File: src/rtl/register_file_pkg.sv
// Shared constants and types for the architectural register file.
// Sized for the 32 x 32-bit integer register set.
package register_file_pkg;

    localparam int DATA_W   = 32;
    localparam int ADDR_W   = 5;
    localparam int NUM_REGS = 2 ** ADDR_W;

    typedef logic [ADDR_W-1:0] reg_idx_t;
    typedef logic [DATA_W-1:0] word_t;

    localparam reg_idx_t ZERO_REG = '0;

endpackage

File: src/rtl/register_file.sv
// Register file: two combinational read ports, one clocked write port.
// Register 0 reads as zero; outty exposes one register for debug display.
module register_file
    import register_file_pkg::*;
#(
    parameter int OUT_REG = 1
) (
    input  logic     clock,
    input  logic     reset,
    input  reg_idx_t readreg1,
    input  reg_idx_t readreg2,
    input  reg_idx_t writereg,
    input  word_t    writedata,
    input  logic     regwrite,
    output word_t    readdata1,
    output word_t    readdata2,
    output word_t    outty
);

    localparam reg_idx_t OUT_IDX = reg_idx_t'(OUT_REG);

    word_t regs [NUM_REGS];

    always_ff @(posedge clock) begin
        if (reset) begin
            for (int i = 0; i < NUM_REGS; i++) begin
                regs[i] <= '0;
            end
        end else if (regwrite && writereg != ZERO_REG) begin
            regs[writereg] <= writedata;
        end
    end

    // Index 0 is masked on read so it is zero even before the first reset.
    always_comb begin
        readdata1 = (readreg1 == ZERO_REG) ? '0 : regs[readreg1];
        readdata2 = (readreg2 == ZERO_REG) ? '0 : regs[readreg2];
        outty     = (OUT_IDX == ZERO_REG) ? '0 : regs[OUT_IDX];
    end

endmodule

File: config.mk
export PLATFORM = sky130hd
export DESIGN_NAME = register_file
export DESIGN_NICKNAME = d
export VERILOG_FILES = /design/src/rtl/register_file_pkg.sv /design/src/rtl/register_file.sv
export SDC_FILE = /design/constraint.sdc
export NUM_CORES = 2
export LEC_CHECK = 0
export BUFFER_PORTS_ARGS = -buffer_cell sky130_fd_sc_hd__buf_2
export CORE_ASPECT_RATIO = 1.2
export CORE_UTILIZATION = 50
export DETAILED_ROUTE_END_ITERATION = 6
export PLACE_DENSITY = 0.64
export SYNTH_ARGS = -nofsm -noshare
export SYNTH_HDL_FRONTEND = slang
export SYNTH_SLANG_ARGS = --single-unit
File: constraint.sdc
create_clock -name clock -period 2 [get_ports clock]
set_input_delay 0.1 -clock clock [delete_from_list [all_inputs] [get_ports clock]]
set_output_delay 0.1 -clock clock [all_outputs]
set_load 0.1 [all_outputs]
==> out/summary.md <==
For the count of pins over their slew limit, the log shows 0. More flip-flops sit in one register than any other, and that register is regs. The tree is rooted in a sky130_fd_sc_hd__clkbuf_16.

Clock tree synthesis found a total of 1,024 sinks. Timing would allow up to 0.3515 GHz. The via count normalized by instance count is 6.663. Weighted congestion at the end of routability-driven global placement: 0.9255. The largest registers in the layout are regs (1024). After synthesis the netlist holds a flip-flop and latch count of 1,024.

Once layout is done, the placed cells without fillers occupy 0.06739 mm². The run gives 0.4446 as the met1 usage. Clock-pin slew was measured on the worst setup and hold paths at 0.06 ns. The number of buffer cells added on primary ports is 145, and the shortest clock period the worst path allows after layout is 2.845 ns. The run gives 5,414 as the final instance count without filler cells. Yosys attributes the largest share of cell area to sky130_fd_sc_hd__edfxtp_1 (57%), sky130_fd_sc_hd__mux4_2 (20%), sky130_fd_sc_hd__and2_1 (12%). The routed wire length was 186,000 µm.

Startpoint type of the worst setup path: a flip-flop. The commonest register cell after synthesis was sky130_fd_sc_hd__edfxtp_1. TritonCTS built the clock tree.

The share of flip-flops with an asynchronous set or reset after synthesis works out to 0. The first global-routing pass estimated 263,100 µm of wire. The number of cells in the design after placement came out at 5,178. After detailed placement, the total cell area comes to 0.06194 mm². Of all nets on the critical path, the largest fanout is 2.

From left edge to right edge, the die measures 302.2 µm. STA puts the critical path data required time at 1.90 ns. The completed layout was analyzed and its total power is 55.89 mW.

The worst setup path category was reg2out. The via count of the first global-routing pass is 36,626. The synthesized area is 0.05409 mm², and the count of boundary I/O pins is 146. Setup violations remaining at the end of the flow were counted as 64. The site row count is 131, and the number of DRC violations after detailed-routing iteration 0 is 4,867.

The number of buffers and inverters on the critical path is 2. The top-area cell type share of the netlist area works out to 0.5685. The floorplan step defined a core boundary enclosing 0.1067 mm².

STA puts the critical path data arrival time at 2.75 ns. The starting density of the core was 0.5069; the area added between synthesis and finish was 24.60%. The type of the most critical hold path was in2reg.

Fraction of layout cells with a size suffix above 1: 0.3913. Setup repair after global routing could not meet its margin everywhere. Maximum number of pins on one net before global-route repair: 48.

The power per unit of standard cell area came out at 829.3 mW/mm². The checks that failed: setup timing. The run gives 0.5502 as the met2 track demand over resource in global routing. The relative slew slack is 0.5344, and the layout net count is 3,973.

In this run, CTS created clock tree buffers numbering 103. The mean instance size in the synthesized netlist was 15.49 µm²; the height of the chip was 362.3 µm. The number of cells on the worst hold path is 2. The gate count after technology mapping came out at 3,492.

The signal on the critical path passes through mux4_2 > mux4_2 > o22ai_2 > buf_6 > nor3_4 > buf_12. Global routing usage summed across all routing layers: 0.3425. Cell seen most often among critical-path stages: sky130_fd_sc_hd__mux4_2. The layer with the highest usage was met2. The startpoint identified for the worst hold timing path is writedata[22]. The worst-case IR drop observed on VDD is 0.0006662 V. Counting along the longest clock path gives a buffer depth of 3.

For the post-detailed-route DRC marker count, the log shows 0. The number of antenna violations at the first check in global routing is 12, and the setup slack at placement is -0.6375 ns. The slowest library cell on the worst path was sky130_fd_sc_hd__mux4_2.

The logs give 3 for the H-tree depth reported by CTS and 0.5685 for the portion of the post-synthesis area used by sequential elements. The total congestion overflow after global routing is 0. The tools report the number of nets with antenna violations after detailed routing as 0. The number of synthesized flops with an enable pin was 1,024; the largest stage delay on the critical path was 0.59 ns.

Ratio of final minimum period to clock period: 1.423. The flow ran to the end, but the final reports show violations. The number of flip-flops in the largest register is 1,024.

The final number of hold-violating endpoints is 0, and the count of different cell masters after synthesis is 41. The die covers 0.1095 mm². The filler cells instantiated in the layout total 7,457. The run gives 0 as the number of warnings issued by yosys.

The largest total area in the synthesized netlist belongs to sky130_fd_sc_hd__edfxtp_1. The worst hold path terminates at regs[1][22]. The final critical-path setup slack was -0.8451 ns; the vias after detailed routing was 36,076.

For the pin with the worst max-slew slack, the measured transition is 0.6984 ns. In this run the static leakage power is 24.04 nW. In the final routed layout, each cell accounts on average for 34.36 µm. The first detailed-routing pass took 6 iterations. The tools report the endpoint kind of the worst setup timing path as an output port. The met3 usage in global routing is 0.08028. The tool flagged a number of max-cap violations equal to 0.

Dominant delay contributor by cell family on the critical path: multiplexers. For the worst slack on hold paths, the log shows 0.03872 ns. Detailed placement ended at an HPWL of 122,100 µm.
## what timing repair did
item / CTS / global route
setup buffers: 32 / 15
pin swaps: 95 / 13
hold buffers: 2 / 0
gates resized for setup: 319 / 14
setup endpoints to repair: 64 / 64
endpoints found under the hold margin: 9 / 0
## layout by cell type, fill, tap and decap left out, types with 21 or more instances in the layout
master	n
sky130_fd_sc_hd__a2111oi_4	24
sky130_fd_sc_hd__a22o_1	31
sky130_fd_sc_hd__and2_1	994
sky130_fd_sc_hd__buf_12	211
sky130_fd_sc_hd__buf_2	74
sky130_fd_sc_hd__buf_4	375
sky130_fd_sc_hd__clkbuf_16	106
sky130_fd_sc_hd__clkinv_1	24
sky130_fd_sc_hd__conb_1	32
sky130_fd_sc_hd__edfxtp_1	1024
sky130_fd_sc_hd__mux2_2	29
sky130_fd_sc_hd__mux2i_1	150
sky130_fd_sc_hd__mux4_2	474
sky130_fd_sc_hd__nor3_4	54
sky130_fd_sc_hd__o221ai_1	26
sky130_fd_sc_hd__o22ai_1	52
sky130_fd_sc_hd__o22ai_4	21
sky130_fd_sc_hd__or2_2	33
## report_power, final
group	internal, mW	switching [mW]	leakage (nW)
logic	4.46	6.06	12.6
registers	24.8	0.685	9.75
clock network	11.5	8.43	1.67
## synth_stat cells (all sizes together), types with 31 or more instances
cell type  number
and2          995
or2            33
mux2           31
edfxtp       1024
buf           107
a22o           51
o22ai          79
mux2i         151
clkbuf        274
mux4          474
nor2           37
nor3           54
## worst max path at each step
stage / from / endpoint / depth (start not counted)
finish: regs[31][6] / readdata1[6] / 6
global route: regs[31][6] / readdata1[6] / 6
CTS: regs[25][19] / readdata1[19] / 6
detailed placement: readreg2[0] / readdata2[2] / 9
global placement: readreg2[0] / readdata2[31] / 9
floorplan: regs[1][20] / readdata1[20] / 4
## cell families (layout without fill, tap and decap cells)
kind of cell | after synthesis | in the layout | share of synthesized area
simple gates | 1172 | 1172 | 0.1326
compound gates | 257 | 257 | 0.03588
flops | 1024 | 1024 | 0.5685
buf+inv | 382 | 866 | 0.03114
other cells | 1 | 43 | 0.00006933
mux | 656 | 656 | 0.2318
## metrics by stage
stage          setup TNS (ns)  utilization
6_report               -42.00       0.6316
5_1_grt                -44.92       0.6315
4_1_cts                -42.82       0.6297
3_5_place_dp           -28.00       0.5805
3_3_place_gp           -26.85       0.5805
2_1_floorplan          -20.55            -
## routing by layer
layer  part of all wire  wire [µm]
met4              0.044       8175
met3               0.11      21060
met1               0.36      66960
met5           0.000070         13
met2               0.48      89790
## final cells by class
cell class              instances  area (µm²)  area share
clock buffers                 123        2716     0.04031
clock inverters                66       684.4     0.01016
flip-flops and latches       1024       30750      0.4563
repair buffers                676        7601      0.1128
inverters                       1       3.754  0.00005570
multi-input cells            2117       23870      0.3541
diodes                         11       27.53   0.0004084
well taps                    1396        1747     0.02592
(Power assumes the default switching activity.)
